## src/rtl/lpm_walk_if.sv

```systemverilog
// Request, memory and result buses of the lpm_walk trie walker.
// slave is the walker's view; master is the environment's view.
interface lpm_walk_if #(
   parameter int KEY_W  = 32,
   parameter int TAG_W  = 4,
   parameter int DATA_W = 32
);
   logic                    request_enter__ENA;
   logic [KEY_W-1:0]        request_enter_x;
   logic [TAG_W-1:0]        request_enter_tag;
   logic                    request_enter__RDY;

   logic                    mem_req__ENA;
   logic [DATA_W-1:0]       mem_req_v;
   logic                    mem_req__RDY;
   logic [DATA_W-1:0]       mem_resValue;
   logic                    mem_resValue__RDY;
   logic                    mem_resAccept__ENA;

   logic                    outQ_enq__ENA;
   logic [TAG_W+DATA_W-1:0] outQ_enq_v;
   logic                    outQ_enq__RDY;

   modport slave (
      input  request_enter__ENA, request_enter_x, request_enter_tag,
      output request_enter__RDY,
      output mem_req__ENA, mem_req_v, mem_resAccept__ENA,
      input  mem_req__RDY, mem_resValue, mem_resValue__RDY,
      output outQ_enq__ENA, outQ_enq_v,
      input  outQ_enq__RDY
   );

   modport master (
      output request_enter__ENA, request_enter_x, request_enter_tag,
      input  request_enter__RDY,
      input  mem_req__ENA, mem_req_v, mem_resAccept__ENA,
      output mem_req__RDY, mem_resValue, mem_resValue__RDY,
      input  outQ_enq__ENA, outQ_enq_v,
      output outQ_enq__RDY
   );
endinterface

```

## src/rtl/lpm_walk.sv

```systemverilog
// Longest-prefix-match multibit trie walker with a shared in-order memory port.
// Define LPM_WALK_STATS_EN to add lookup/miss/recirc counters.
module lpm_walk #(
   parameter int                KEY_W     = 32,
   parameter int                STRIDE    = 8,
   parameter int                LEVELS    = 4,
   parameter int                INFLIGHT  = 4,
   parameter int                TAG_W     = 4,
   parameter int                DATA_W    = 32,
   parameter logic [DATA_W-1:0] ROOT_BASE = '0
) (
   input logic       CLK,
   input logic       RST,
   lpm_walk_if.slave bus
`ifdef LPM_WALK_STATS_EN
   ,
   output logic [31:0] stat_lookups,
   output logic [31:0] stat_misses,
   output logic [31:0] stat_recircs
`endif
);
   localparam int LVL_W = (LEVELS > 1) ? $clog2(LEVELS) : 1;
   localparam int PTR_W = (INFLIGHT > 1) ? $clog2(INFLIGHT) : 1;
   localparam int CNT_W = $clog2(INFLIGHT + 1);

   typedef struct packed {
      logic [TAG_W-1:0] tag;
      logic [KEY_W-1:0] key;
   } req_t;

   typedef struct packed {
      logic [TAG_W-1:0] tag;
      logic [KEY_W-1:0] key;
      logic [LVL_W-1:0] level;
   } ctx_t;

   function automatic logic [DATA_W-1:0] idx_of(input logic [KEY_W-1:0] key, input int lvl);
      logic [KEY_W-1:0] sh;
      sh = key << (lvl * STRIDE);
      return DATA_W'(sh[KEY_W-1 -: STRIDE]);
   endfunction

   // input buffer: ib0 is the head, ib1 the second slot
   req_t       ib0_q, ib0_d, ib1_q, ib1_d, ib_new;
   logic [1:0] ib_cnt_q, ib_cnt_d;

   ctx_t             ctx_mem_q [INFLIGHT];
   ctx_t             head, ctx_wr_data;
   logic [PTR_W-1:0] rd_ptr_q, rd_ptr_d, wr_ptr_q, wr_ptr_d;
   logic [CNT_W-1:0] ctx_cnt_q, ctx_cnt_d;
   logic             ctx_wr_en, ctx_pop;

   logic              has_head, ctx_full, is_leaf, at_last, resp_v, stale;
   logic              fire_a, fire_b, fire_c, req_rdy, ib_push;
   logic [DATA_W-2:0] result;

   // arbitration between finish (a), recirc (b) and new entry (c)
   always_comb begin
      head     = ctx_mem_q[rd_ptr_q];
      has_head = (ctx_cnt_q != '0);
      ctx_full = (ctx_cnt_q == CNT_W'(INFLIGHT));
      is_leaf  = bus.mem_resValue[0];
      at_last  = (head.level == LVL_W'(LEVELS - 1));
      resp_v   = !RST && bus.mem_resValue__RDY && has_head;
      fire_a   = resp_v && (is_leaf || at_last) && bus.outQ_enq__RDY;
      fire_b   = resp_v && !is_leaf && !at_last && bus.mem_req__RDY;
      fire_c   = !RST && !fire_b && (ib_cnt_q != 2'd0) && (!ctx_full || fire_a)
                 && bus.mem_req__RDY;
      // responses with no context are leftovers from before reset
      stale    = !RST && bus.mem_resValue__RDY && !has_head;
      req_rdy  = !RST && (ib_cnt_q != 2'd2);
      ib_push  = bus.request_enter__ENA && req_rdy;
      result   = is_leaf ? bus.mem_resValue[DATA_W-1:1] : '0;
   end

   always_comb begin
      bus.request_enter__RDY = req_rdy;
      bus.mem_req__ENA       = fire_b || fire_c;
      bus.mem_req_v          = '0;
      if (fire_b)
         bus.mem_req_v = bus.mem_resValue + idx_of(head.key, int'(head.level) + 1);
      else if (fire_c)
         bus.mem_req_v = ROOT_BASE + idx_of(ib0_q.key, 0);
      bus.mem_resAccept__ENA = fire_a || fire_b || stale;
      bus.outQ_enq__ENA      = fire_a;
      bus.outQ_enq_v         = fire_a ? {!is_leaf, head.tag, result} : '0;
   end

   always_comb begin
      ib_new.tag = bus.request_enter_tag;
      ib_new.key = bus.request_enter_x;
      ib0_d      = ib0_q;
      ib1_d      = ib1_q;
      if (fire_c)
         ib0_d = ib1_q;
      if (ib_push) begin
         if ((ib_cnt_q - 2'(fire_c)) == 2'd0) ib0_d = ib_new;
         else                                 ib1_d = ib_new;
      end
      ib_cnt_d = ib_cnt_q - 2'(fire_c) + 2'(ib_push);
   end

   // recirc pops and pushes in one cycle, so it never needs free space
   always_comb begin
      ctx_wr_en         = fire_b || fire_c;
      ctx_pop           = fire_a || fire_b;
      ctx_wr_data.tag   = fire_b ? head.tag : ib0_q.tag;
      ctx_wr_data.key   = fire_b ? head.key : ib0_q.key;
      ctx_wr_data.level = fire_b ? head.level + 1'b1 : '0;
      rd_ptr_d = rd_ptr_q;
      wr_ptr_d = wr_ptr_q;
      if (ctx_pop)
         rd_ptr_d = (rd_ptr_q == PTR_W'(INFLIGHT - 1)) ? '0 : rd_ptr_q + 1'b1;
      if (ctx_wr_en)
         wr_ptr_d = (wr_ptr_q == PTR_W'(INFLIGHT - 1)) ? '0 : wr_ptr_q + 1'b1;
      ctx_cnt_d = ctx_cnt_q + CNT_W'(ctx_wr_en) - CNT_W'(ctx_pop);
   end

   always_ff @(posedge CLK) begin
      if (RST) begin
         ib_cnt_q  <= '0;
         rd_ptr_q  <= '0;
         wr_ptr_q  <= '0;
         ctx_cnt_q <= '0;
      end else begin
         ib_cnt_q  <= ib_cnt_d;
         rd_ptr_q  <= rd_ptr_d;
         wr_ptr_q  <= wr_ptr_d;
         ctx_cnt_q <= ctx_cnt_d;
      end
      ib0_q <= ib0_d;
      ib1_q <= ib1_d;
      if (ctx_wr_en)
         ctx_mem_q[wr_ptr_q] <= ctx_wr_data;
   end

`ifdef LPM_WALK_STATS_EN
   logic [31:0] lookups_q, lookups_d, misses_q, misses_d, recircs_q, recircs_d;

   always_comb begin
      lookups_d = lookups_q + 32'(fire_c);
      misses_d  = misses_q + 32'(fire_a && !is_leaf);
      recircs_d = recircs_q + 32'(fire_b);
   end

   always_ff @(posedge CLK) begin
      if (RST) begin
         lookups_q <= '0;
         misses_q  <= '0;
         recircs_q <= '0;
      end else begin
         lookups_q <= lookups_d;
         misses_q  <= misses_d;
         recircs_q <= recircs_d;
      end
   end

   assign stat_lookups = lookups_q;
   assign stat_misses  = misses_q;
   assign stat_recircs = recircs_q;
`else
`endif
endmodule
```

## src/flat_wrapper.sv

```systemverilog
// flat-port wrapper written by rule: the top's interface ports become plain ports
module lpm_walk_flat 
#(
   parameter int                KEY_W     = 32,
   parameter int                STRIDE    = 8,
   parameter int                LEVELS    = 4,
   parameter int                INFLIGHT  = 4,
   parameter int                TAG_W     = 4,
   parameter int                DATA_W    = 32,
   parameter logic [DATA_W-1:0] ROOT_BASE = '0
)
  (CLK, RST, bus_request_enter__ENA, bus_request_enter_x, bus_request_enter_tag, bus_request_enter__RDY, bus_mem_req__ENA, bus_mem_req_v, bus_mem_resAccept__ENA, bus_mem_req__RDY, bus_mem_resValue, bus_mem_resValue__RDY, bus_outQ_enq__ENA, bus_outQ_enq_v, bus_outQ_enq__RDY);
  lpm_walk_if #(.KEY_W(KEY_W), .TAG_W(TAG_W), .DATA_W(DATA_W)) bus_i ();
  input logic CLK;
  input logic RST;
  input wire logic [$bits(bus_i.request_enter__ENA)-1:0] bus_request_enter__ENA;
  input wire logic [$bits(bus_i.request_enter_x)-1:0] bus_request_enter_x;
  input wire logic [$bits(bus_i.request_enter_tag)-1:0] bus_request_enter_tag;
  output wire logic [$bits(bus_i.request_enter__RDY)-1:0] bus_request_enter__RDY;
  output wire logic [$bits(bus_i.mem_req__ENA)-1:0] bus_mem_req__ENA;
  output wire logic [$bits(bus_i.mem_req_v)-1:0] bus_mem_req_v;
  output wire logic [$bits(bus_i.mem_resAccept__ENA)-1:0] bus_mem_resAccept__ENA;
  input wire logic [$bits(bus_i.mem_req__RDY)-1:0] bus_mem_req__RDY;
  input wire logic [$bits(bus_i.mem_resValue)-1:0] bus_mem_resValue;
  input wire logic [$bits(bus_i.mem_resValue__RDY)-1:0] bus_mem_resValue__RDY;
  output wire logic [$bits(bus_i.outQ_enq__ENA)-1:0] bus_outQ_enq__ENA;
  output wire logic [$bits(bus_i.outQ_enq_v)-1:0] bus_outQ_enq_v;
  input wire logic [$bits(bus_i.outQ_enq__RDY)-1:0] bus_outQ_enq__RDY;
  assign bus_i.request_enter__ENA = bus_request_enter__ENA;
  assign bus_i.request_enter_x = bus_request_enter_x;
  assign bus_i.request_enter_tag = bus_request_enter_tag;
  assign bus_request_enter__RDY = bus_i.request_enter__RDY;
  assign bus_mem_req__ENA = bus_i.mem_req__ENA;
  assign bus_mem_req_v = bus_i.mem_req_v;
  assign bus_mem_resAccept__ENA = bus_i.mem_resAccept__ENA;
  assign bus_i.mem_req__RDY = bus_mem_req__RDY;
  assign bus_i.mem_resValue = bus_mem_resValue;
  assign bus_i.mem_resValue__RDY = bus_mem_resValue__RDY;
  assign bus_outQ_enq__ENA = bus_i.outQ_enq__ENA;
  assign bus_outQ_enq_v = bus_i.outQ_enq_v;
  assign bus_i.outQ_enq__RDY = bus_outQ_enq__RDY;
  lpm_walk #(.KEY_W(KEY_W), .STRIDE(STRIDE), .LEVELS(LEVELS), .INFLIGHT(INFLIGHT), .TAG_W(TAG_W), .DATA_W(DATA_W), .ROOT_BASE(ROOT_BASE)) u_core (.CLK(CLK), .RST(RST), .bus(bus_i));
endmodule
```

## config.mk

```make
export PLATFORM = sky130hd
export DESIGN_NAME = lpm_walk_flat
export DESIGN_NICKNAME = d
export VERILOG_FILES = /design/src/rtl/lpm_walk_if.sv /design/src/rtl/lpm_walk.sv /design/src/flat_wrapper.sv
export SDC_FILE = /design/constraint.sdc
export NUM_CORES = 1
export LEC_CHECK = 0
export CAP_MARGIN = 40
export CORE_MARGIN = 10
export CORE_UTILIZATION = 55
export DETAILED_ROUTE_END_ITERATION = 6
export PLACE_DENSITY = 0.82
export SKIP_LAST_GASP = 1
export SLEW_MARGIN = 20
export SYNTH_ARGS = -nofsm -noshare
export SYNTH_HDL_FRONTEND = slang
export SYNTH_SLANG_ARGS = --single-unit
```

## constraint.sdc

```tcl
create_clock -name CLK -period 8.34 [get_ports CLK]
set_input_delay 2.502 -clock CLK [delete_from_list [all_inputs] [get_ports CLK]]
set_output_delay 2.502 -clock CLK [all_outputs]
set_load 0.005 [all_outputs]
```

==> results.txt, run 1 <==
The run finished with clean final reports. The synthesized design contains 235 register bits. Summing the areas of all xor and xnor instances in the mapped netlist gives 0.889% of the synthesized area. The tools report the latest clock arrival within the worst-skew pair as 0.50 ns.

The worst setup path is launched from a register. Of the cells placed in the final design, the portion with a size suffix greater than 1 is 11.0%. Number of gates given a new drive strength after cts: 0.

By area, the combinational part of the netlist is dominated by multiplexers. The initial antenna violation count is 0. Buffers inserted to repair hold after CTS numbered 0. The number of clock sinks seen by CTS is 235, and the final wirelength is 26.9 mm.

Measured against its own limit, the worst slew margin works out to 43.9%. For the maximum number of pins on one net before global-route repair, the log shows 73. The initial core utilization is 55.9%. For the worst flop-to-flop path, the logic depth is 10. The routed length per placed instance was 21.3 um; the maximum clock frequency was 126 MHz. The area fraction of the dominant cell type after synthesis was 52.1%.

The total global-route track usage was 20.4%; the setup TNS after final layout was 0 ns. The average vias per placed instance is 5.77. At the worst endpoint, the required time is 5.84 ns.

Clock skew on the completed layout was measured at 0.00910 ns. Clock root buffer master: sky130_fd_sc_hd__clkbuf_16. In this run the cell area of the synthesized design comes to 0.0108 mm^2. The reported leakage power is 4.64 nW. The worst register-to-register path ends at u_core.ib1_q[22]. The number of global-route vias before repair is 7520, and the area share of fa/ha/maj cells after synthesis is 2.45%. For this run, the detailed router's first-pass iteration total came to 5.

The run gives 0.0257 mm^2 as the area of the die. For the DRC violations left, the log shows 0. The cell type contributing the most total cell area after synthesis was sky130_fd_sc_hd__edfxtp_1. The run gives 0 as the antenna cell count. Synthesis produced 838 cells.

The run gives 0 as the number of buffers inserted by post-CTS setup repair. The startpoint of the worst hold path was u_core.rd_ptr_q[1]. For the number of nets with antenna violations after routing, the log shows 0. Multiplexer cells account for 13.7% of the synthesized area.

The tools report the part of the Yosys area used for sequential elements as 60.8%. In this run the horizontal extent of the chip is 160 um. Counting flops with a built-in enable in the synthesized netlist gives 188. The worst-case IR drop observed on VDD is 209 uV. The vertical die dimension came out at 160 um. Yosys mapped the design onto 50 distinct sky130hd cell types. The final cell count without fillers was 1263. Routability-driven placement finished with a final weighted congestion of 0.851. Setup repair after global routing left no endpoint under its margin. The logs give 0.00659 mm^2 for the register cell area after layout and 68.5% for the end-of-flow core utilization. Summing all multi-input logic gate instances after layout gives 0.00395 mm^2.

The post-synthesis simple-gate area fraction was 12.8%; the HPWL after detailed placement was 18.5 mm. Hold violation count in the final report: 0. In this run the register-to-register setup slack is 3.54 ns.

The boundary pin count was 146; the post-route minimum period was 7.96 ns. TritonCTS built the clock tree. Compound-cell area share of the yosys netlist: 6.46%. The number of nets in the synthesized netlist is 932.

Of all nets on the critical path, the largest fanout is 14. The worst hold path passes through 2 cells. The routed layout has 7290 vias. The Yosys step of the flow raised 0 warnings. Relative to the synthesized area, the layout overhead comes to 22.5%. The standard-cell row count was 51; the total power density per cell area was 260 mW/mm^2. The path with the worst hold slack has its endpoint at u_core.rd_ptr_q[1]. Input and output buffers added on the ports amount to 145.

At the pin with the least slew margin, the transition time is 0.842 ns. After clock tree synthesis, the clock-pin slew on the worst setup and hold paths is 0.06 ns. The total clock buffers created by CTS came out at 23.

Path class of the lowest-slack min-delay path: reg2reg. The final max-slew violation count was 0. The run gives 0 as the remaining global-route overflow.

The per-instance average area after synthesis works out to 12.9 um^2. The clock passes through at most 3 buffers. In the finished design, the share of the clock period the worst path needs comes to 95.5%. The number of filler instances in the final layout was 1390; the wire length of the first global-routing pass was 42.4 mm.

The tools report the data arrival time of the critical path as 5.46 ns. Total power for the finished layout comes to 0.00346 W. The worst setup path is captured at an output pin. The run gives 1 as the number of levels in the clock H-tree.

The violation count after the first detailed-route iteration is 501. The net count of the finished layout is 1075. Of all flip-flops after synthesis, the portion carrying an async set or reset was 0%.

The core region is 0.0194 mm^2. The number of max-cap violations was 0. By area the synthesized netlist is led by sky130_fd_sc_hd__edfxtp_1, sky130_fd_sc_hd__mux4_2, sky130_fd_sc_hd__dfxtp_1, sky130_fd_sc_hd__nand2_1, sky130_fd_sc_hd__mux2i_1.

The total placed cells including tap cells came out at 1221. Among all flip-flop cells after synthesis, the most frequent one is sky130_fd_sc_hd__edfxtp_1. Setup violations remaining at the end of the flow were counted as 0.

The category of the critical setup timing path was reg2out.
## area by class of cell
cell class	count	area share (%)
Clock inverter	11	0.829
Tap cell	265	2.50
Multi-Input combinational cell	540	29.7
Inverter	16	0.452
Timing Repair Buffer	165	12.1
Sequential cell	235	49.6
Clock buffer	31	4.86
## synth_stat cells (all sizes together), types with 7 or more instances
| cell type | n |
|---|---|
| nand3 | 12 |
| mux4 | 45 |
| and2 | 37 |
| a31oi | 8 |
| dfxtp | 47 |
| nor2 | 68 |
| ha | 18 |
| a41o | 7 |
| clkbuf | 28 |
| nand2b | 8 |
| o21ai | 12 |
| inv | 16 |
| a21oi | 54 |
| nand2 | 148 |
| mux2i | 47 |
| edfxtp | 188 |
| nor2b | 17 |
| buf | 19 |
## worst max-delay path, cell delays in order, from the launching register on
cell and delay (ns):
sky130_fd_sc_hd__dfxtp_2 0.38, sky130_fd_sc_hd__mux4_2 0.73, sky130_fd_sc_hd__ha_1 0.76, sky130_fd_sc_hd__mux4_2 0.58, sky130_fd_sc_hd__nor2b_1 0.16, sky130_fd_sc_hd__ha_1 0.41
sky130_fd_sc_hd__a21oi_1 0.13, sky130_fd_sc_hd__o21ba_2 0.24, sky130_fd_sc_hd__nand2b_1 0.41, sky130_fd_sc_hd__a2111o_1 0.51, sky130_fd_sc_hd__o21ai_1 0.09, sky130_fd_sc_hd__clkdlybuf4s50_1 0.53
## sequential cells by signal, summed over array words and instances (netlist names), named ones only
signal / cells
u_core.ctx_cnt_q: 3
u_core.ctx_mem_q: 152
u_core.ib0_q: 36
u_core.ib1_q: 36
u_core.ib_cnt_q: 2
u_core.rd_ptr_q: 2
u_core.wr_ptr_q: 2
## cell families (layout without fill, tap and decap cells)
| logic type | count (synthesis) | after routing |
|---|---|---|
| buffers and inverters | 63 | 223 |
| AOI/OAI and AO/OA | 109 | 109 |
| adders and majority gates | 20 | 20 |
| xor gates and xnor gates | 11 | 11 |
| muxes | 92 | 92 |
| DFF | 235 | 235 |
| and+or+nand+nor | 308 | 308 |
## stage by stage
step / area (um^2) / setup WS, ns / hold WS [ns]
after floorplan: 10800 / 1.42 / 0.461
after global placement: 12500 / 0.510 / 0.477
after detailed placement: 12500 / 0.460 / 0.485
after CTS: 13300 / 0.330 / 0.497
after global routing: 13300 / 0.0788 / 0.537
final: 13300 / 0.379 / 0.491
## layout by cell type, fill, tap and decap left out, drive strengths merged, types with 12 or more instances in the layout
cell type	netlist	layout
ha	18	18
inv	16	17
edfxtp	188	188
nand2	148	148
o21ai	12	12
mux4	45	45
dfxtp	47	47
mux2i	47	47
clkbuf	28	31
nor2	68	68
clkdlybuf4s50	0	145
nor2b	17	17
and2	37	37
buf	19	20
nand3	12	12
a21oi	54	54
## how the worst max path moves through the flow
stage / depth (start not counted) / from / slack, ns / to
3_5_place_dp: 11 / bus_mem_resValue[0] / 0.46 / bus_mem_req_v[22]
4_1_cts: 11 / register / 0.33 / bus_mem_req_v[17]
6_report: 11 / register / 0.38 / bus_mem_req_v[17]
5_1_grt: 11 / register / 0.08 / bus_mem_req_v[17]
2_1_floorplan: 8 / RST / 1.42 / u_core.ib1_q[0]
3_3_place_gp: 11 / bus_mem_resValue[0] / 0.51 / bus_mem_req_v[22]
## where the power goes
group	internal, W	leakage (nW)	switching [W]
clock network	0.000606	0.375	0.000418
registers	0.00153	2.08	0.0000851
logic	0.000332	2.19	0.000486
total	0.00247	4.64	0.000989
## per-layer routing
metal,up-vias,share of wire (%),GRT usage (%)
met5,-,0,0
met4,0,2.2,6.26
met3,43,7.6,4.24
met2,343,50,34.9
met1,3527,41,25.6
li1,3377,-,-
(Power assumes the default switching activity.)
==> run 2: changes to the inputs <==
CAP_MARGIN = default   (was 40)
==> results.txt, run 2 (same netlist as run 1, synthesis figures left out) <==
The flow ran to the end, and the final reports show no timing, DRC or antenna violations. The number of flip-flops under the largest register name came out at 152. In this run the tightest slew margin relative to its limit is 37.2%. For the required time at the worst-slack endpoint, the log shows 5.84 ns. The tree built by TritonCTS fans out to 235 sinks. The capturing element type of the critical path is an output pin. Setup repair after global routing left no endpoint under its margin.

For the number of global-route vias before repair, the log shows 7455. The library cells used most frequently in the layout, excluding fill and tap cells, are sky130_fd_sc_hd__edfxtp_1, sky130_fd_sc_hd__nand2_1, sky130_fd_sc_hd__clkdlybuf4s50_1. Counting cells, the worst reg-to-reg path comes to 10. The die covers 0.0257 mm^2. The path class of the lowest-slack min-delay path was reg2reg. Dividing total power by cell area gives a power density of 261 mW/mm^2. The run gives 1075 as the final net count.

The final wirelength came out at 27.0 mm. The logs give 1378 for the number of filler instances in the final layout and 0 for the cts-stage hold buffer count. TritonCTS built the clock tree. For this run, the slowest stage of the critical path takes 0.76 ns. Global routing consumed, over all layers together, 20.4% of the routing resources.

The pin slew with the least headroom to its limit came out at 0.941 ns. The design draws 0.00347 W. The run gives 146 as the boundary pin count. The remaining global-route overflow was 0; the highest fanout seen on the critical path was 14. The maximum number of pins on one net before global-route repair was 73; the number of nets with antenna violations after routing was 0. The number of setup buffers added after CTS is 0.

Based on the critical path, the design can be clocked at up to 126 MHz. Final hold analysis gives a worst-case slack of 0.493 ns. Setup violations remaining at the end of the flow were counted as 0.

For the final max-slew violation count, the log shows 0. Buffers placed on the I/O ports in this run total 145. Setup total negative slack on the finished layout was measured at 0 ns. Clock-pin slew was measured on the worst setup and hold paths at 0.06 ns. The die is 160 um wide. For this block, the initial DRC count from the detailed router was 559.

The latest clock arrival within the worst-skew pair was 0.51 ns; the overall via count from detail_route was 7295. IR analysis of the VDD net gives a maximum drop of 207 uV. After detailed routing, the average wire length per cell comes to 21.3 um. The first TritonRoute pass finished after 5 iterations. The hold violation count in the final report was 0; the final critical-path share of the clock period was 95.0%.

The number of instances on the worst hold path was 2. Slowest cell on the critical path: sky130_fd_sc_hd__ha_1. Summed over all nets, the half-perimeter wirelength after detailed placement is 18.6 mm.

For the initial core utilization, the log shows 55.9%. The congestion estimate from routability-driven global placement came to 0.851. The core region is 0.0194 mm^2.

In the final layout, the multi-input gates occupy 0.00395 mm^2. The critical path is of the reg2out type. On the final layout, the worst clock skew is 0.0121 ns. The number of gates given a new drive strength after cts came out at 0.

The register with the highest flop count is u_core.ctx_mem_q. The run gives 1 as the number of levels in the clock H-tree. The die is 160 um tall.

The smallest clock period supported by the final layout is computed as 7.93 ns. The run gives 0 as the initial antenna violation count. The tools report the total clock buffers created by CTS as 24. The initialized floorplan defines 51 standard-cell rows. For the register cell area after layout, the log shows 0.00659 mm^2.

STA classifies the critical path startpoint as a register. The logs give 42.2 mm for the wire length of the first global-routing pass and 5.43 ns for the data arrival time of the critical path. The reported leakage power is 4.65 nW, and the average vias per placed instance is 5.77.

In the final layout, the registers with the most flip-flops are u_core.ctx_mem_q: 152 flops, u_core.ib0_q: 36 flops, u_core.ib1_q: 36 flops. The critical path goes through mux4_2, ha_1, mux4_2, nor2b_1, ha_1, a21oi_1, o21ba_2, nand2b_1, a2111o_1, o21ai_1, clkdlybuf4s50_1. The library cell used most frequently in the layout, excluding fill and tap cells, is sky130_fd_sc_hd__edfxtp_1. The tool flagged a number of max-cap violations equal to 0.

Relative to the synthesized area, the layout overhead comes to 22.6%. The worst-case clock buffer depth was 3. The fraction of final layout cells sized beyond drive strength 1 came out at 10.8%. The tools report the clock root buffer master as sky130_fd_sc_hd__clkbuf_16.

After detailed routing, the number of remaining DRC violations is 0. The run gives 0 as the antenna cell count.
-- run 2: cell types whose count changed in the layout (fill, tap and decap cells not counted) --
cell,previous run,this run
sky130_fd_sc_hd__clkbuf_8,4,1
sky130_fd_sc_hd__clkbuf_16,23,25
sky130_fd_sc_hd__clkinv_1,1,3
sky130_fd_sc_hd__buf_4,20,19
sky130_fd_sc_hd__clkbuf_1,4,5
sky130_fd_sc_hd__clkinv_2,6,7
sky130_fd_sc_hd__clkinv_4,0,1
sky130_fd_sc_hd__clkinvlp_4,1,0
sky130_fd_sc_hd__inv_6,1,0
-- run 2: path summary, 6_finish.rpt --
kind	endpoint	start	slack (ns)
worst min-delay path	register	u_core.rd_ptr_q[1]	0.49
worst max register to register	u_core.ib1_q[22]	register	3.53
worst max-delay path	bus_mem_req_v[17]	register	0.41
worst min register to register	register	u_core.rd_ptr_q[1]	0.49
-- run 2: layer usage --
layer  vias up  GRT usage, %  part of all wire [%]
met3        55          4.29                   8.1
met5         -             0                     0
li1       3377             -                     -
met4         0          6.30                   2.8
met2       373          35.2                    49
met1      3490          25.3                    40
-- run 2: area by class of cell --
| class | instances | area share [%] |
|---|---|---|
| flip-flops and latches | 235 | 49.6 |
| multi-input cells | 540 | 29.7 |
| repair buffers | 164 | 12.0 |
| clock buffers | 31 | 4.95 |
| well taps | 265 | 2.49 |
| clock inverters | 13 | 0.866 |
| inverters | 16 | 0.452 |
-- run 2: power by group --
group | internal [W] | leakage (nW) | switching (W) | total, W
logic | 0.000331 | 2.18 | 0.000483 | 0.000814
registers | 0.00153 | 2.08 | 0.0000870 | 0.00162
clock network | 0.000618 | 0.386 | 0.000422 | 0.00104
-- run 2: per-stage QoR --
step	instances	utilization [%]	cell area (um^2)	setup slack, ns
after global placement	1220	64.5	12500	0.510
after detailed placement	1220	64.5	12500	0.488
after CTS	1264	68.5	13300	0.313
final	1264	68.5	13300	0.413
after global routing	1264	68.5	13300	0.0533
after floorplan	838	-	10800	1.42
-- run 2: worst max-delay path: cells and delay by family (launching register included) --
kind / cells / cell delay (ns)
muxes: 2 / 1.32
AOI/OAI and AO/OA: 4 / 0.97
and+or+nand+nor: 2 / 0.55
adders and majority gates: 2 / 1.15
DFF: 1 / 0.39
buffers and inverters: 1 / 0.53
==> run 3: changes to the inputs <==
--- a/config.mk
+++ b/config.mk
@@ -12,3 +12,3 @@
 export SKIP_LAST_GASP = 1
-export SLEW_MARGIN = 20
+export SLEW_MARGIN = 0
 export SYNTH_ARGS = -nofsm -noshare
--- a/constraint.sdc
+++ b/constraint.sdc
@@ -3,2 +3,2 @@
 set_output_delay 2.502 -clock CLK [all_outputs]
-set_load 0.005 [all_outputs]
+set_load 0.02 [all_outputs]
==> results.txt, run 3 (same netlist as run 1, synthesis figures left out) <==
Measured along the y axis, the die boundary spans 160 um. Category of the critical setup timing path: in2out. The maximum number of pins on one net before global-route repair is 73, and the remaining global-route overflow is 0. The total power density per cell area is 266 mW/mm^2.

The tools report the largest voltage drop on the vdd net as 268 uV. The horizontal die dimension was 160 um; the met3 usage was 4.04%. The floorplan step defined a die boundary enclosing 0.0257 mm^2. Summed over all cells, the static leakage comes to 4.67 nW. The total placed cells including tap cells came out at 1221. The highest fanout seen on the critical path was 19. The kind of cell with the highest combined delay along the critical path is buffers and inverters.

The tools report the final wirelength as 26.8 mm. The number of antenna diodes in the final layout is 0. The register with the most flip-flops in the final layout is u_core.ctx_mem_q. For met1 alone, demand over resource in global routing was 25.3%. The run gives 0 as the DRC violations left.

Based on the critical path, the design can be clocked at up to 125 MHz. In this design, the stage delay of the slowest critical-path cell is 0.62 ns. The post-route minimum period was 8.01 ns; the routed length per placed instance was 21.2 um.

Counting both buffers and inverters, the worst setup path holds a total of 4. The run gives 5 as the first-pass iteration count of the detailed router. The longest clock path from root to sink contains 3 buffers. The run finished with clean final reports. The tools report the initial core utilization as 55.9%.

Walking the worst path, the cells encountered are clkdlybuf4s50_1, ha_1, inv_1, fa_1, nor2b_1, o2111ai_1, a31oi_2, buf_4, nand4_1, mux2i_1, clkdlybuf4s50_1. The detailed router finished its first iteration with 605 violations. The clock root buffer master is sky130_fd_sc_hd__clkbuf_16. For this design, the CTS-stage hold fixing added 0 buffers. The run gives 0.0194 mm^2 as the core area. The clock-pin slew reported for the worst setup and hold paths after clock tree synthesis works out to 0.06 ns. The slowest stage of the critical path is the sky130_fd_sc_hd__clkdlybuf4s50_1 cell.

For the number of gates given a new drive strength after cts, the log shows 0. The register with the most flip-flops in the layout has 152 of them. The library cells used most frequently in the layout, excluding fill and tap cells, are sky130_fd_sc_hd__edfxtp_1, sky130_fd_sc_hd__nand2_1, sky130_fd_sc_hd__clkdlybuf4s50_1. At the pin with the least slew margin, the transition time is 0.959 ns. Data on the critical path arrives at its endpoint at 5.51 ns. The tools report the number of nets with antenna violations after routing as 0.

The latest clock arrival within the worst-skew pair was 0.51 ns. After detailed routing, the number of vias per cell comes to 5.78. The number of levels in the clock H-tree was 1. At the end of routability-driven placement, the weighted congestion stood at 0.837. The first global-routing pass estimated 41.9 mm of wire. The initial antenna violation count was 0. Measured against its own limit, the worst slew margin works out to 36.0%.

146 I/O pins were placed. For the required time at the worst-slack endpoint, the log shows 5.84 ns. The met2 usage was 34.9%; the hold violation count in the final report was 0.

In the final design database the tool counted 1076 nets. The fraction of final layout cells sized beyond drive strength 1 is 11.3%. The setup TNS after final layout is 0 ns. Summed over all nets, the half-perimeter wirelength after detailed placement is 18.3 mm. Most crowded layer after global routing: met2.

Total clock buffers created by CTS: 24. The number of buffers inserted by port buffering came out at 145. The overall via count from detail_route was 7312.

Setup repair after global routing left no endpoint under its margin. The clock drives 235 sinks. Measured on the finished design, the core utilization comes to 68.9%. The final max-slew violation count was 0. The tools report the capturing element type of the critical path as an output pin. Among the stages of the critical path, the cell type that occurs most often is sky130_fd_sc_hd__clkdlybuf4s50_1. Of the available clock period, the critical path in the final layout requires 96.1%. TritonCTS built the clock tree.

The path class of the lowest-slack min-delay path is reg2reg. Row generation in the floorplan step produced 51 rows. The library cell used most frequently in the layout, excluding fill and tap cells, is sky130_fd_sc_hd__edfxtp_1. Final number of setup-violating endpoints: 0.

Startpoint class of the critical path: a primary input. Across the routed clock network, the largest skew measured is 0.0148 ns. The area growth from synthesis to final layout is 23.3%. The count of cells in the finished layout, fillers not included, comes to 1264.

In this run the post-CTS setup repair buffer count came out at 0. The total global-route track usage is 20.2%. In the final layout, the registers with the most flip-flops are u_core.ctx_mem_q: 152 flops, u_core.ib0_q: 36 flops, u_core.ib1_q: 36 flops.

The number of global-route vias before repair is 7421. Max-cap violations in this run came to 0.
## run 3: cell types whose count changed in the layout (fill, tap and decap cells not counted)
cell                         before  now
sky130_fd_sc_hd__clkinv_2         7    3
sky130_fd_sc_hd__clkinv_8         0    1
sky130_fd_sc_hd__inv_8            0    1
sky130_fd_sc_hd__bufinv_16        2    4
sky130_fd_sc_hd__clkinv_4         1    2
sky130_fd_sc_hd__clkinvlp_4       0    3
sky130_fd_sc_hd__clkbuf_1         5    1
sky130_fd_sc_hd__clkbuf_8         1    2
sky130_fd_sc_hd__buf_4           19   20
sky130_fd_sc_hd__clkbuf_16       25   24
sky130_fd_sc_hd__clkinv_1         3    2
## run 3: cell type report
type                            count  area (um^2)
Timing Repair Buffer              165         1600
Fill cell                        1387         6030
Clock inverter                     16          210
Inverter                           16         60.1
Tap cell                          265          332
Clock buffer                       27          632
Multi-Input combinational cell    540         3950
Sequential cell                   235         6590
## run 3: layer usage
layer  share of wire, %  wire [um]
met3                6.9       1850
met1                 41      11100
met2                 49      13300
met4                2.3        629
met5                  0          0
## run 3: final timing paths
kind         slack [ns]                 to                 from  depth (start not counted)
min reg2reg        0.50           register   u_core.rd_ptr_q[1]                          2
min                0.50           register   u_core.rd_ptr_q[1]                          2
max                0.33  bus_mem_req_v[22]  bus_mem_resValue[0]                         11
max reg2reg        3.93    u_core.ib1_q[6]             register                         10
## run 3: metrics by stage
step           total power, W  instance area [um^2]  hold WS (ns)  setup slack, ns
2_1_floorplan         0.00218                 10800         0.461             1.22
3_3_place_gp          0.00241                 12500         0.479            0.394
3_5_place_dp          0.00245                 12500         0.490            0.328
4_1_cts               0.00357                 13400         0.490            0.285
5_1_grt               0.00371                 13400         0.534            0.125
6_report              0.00355                 13400         0.498            0.328
## run 3: report_power, final
part | total [W] | internal, W | switching (W)
clock | 0.00111 | 0.000674 | 0.000433
combinational | 0.000829 | 0.000332 | 0.000498
sequential | 0.00162 | 0.00153 | 0.0000839
## run 3: worst reg2reg max path, cell delays in order, from the launching register on
cell	delay [ns]
sky130_fd_sc_hd__dfxtp_1	0.53
sky130_fd_sc_hd__mux4_2	0.58
sky130_fd_sc_hd__ha_1	0.43
sky130_fd_sc_hd__nor2_1	0.22
sky130_fd_sc_hd__and4_4	0.57
sky130_fd_sc_hd__nor3_4	0.08
sky130_fd_sc_hd__buf_4	0.23
sky130_fd_sc_hd__ha_1	0.22
sky130_fd_sc_hd__xnor2_1	0.21
sky130_fd_sc_hd__a21boi_4	0.64
sky130_fd_sc_hd__buf_4	0.39
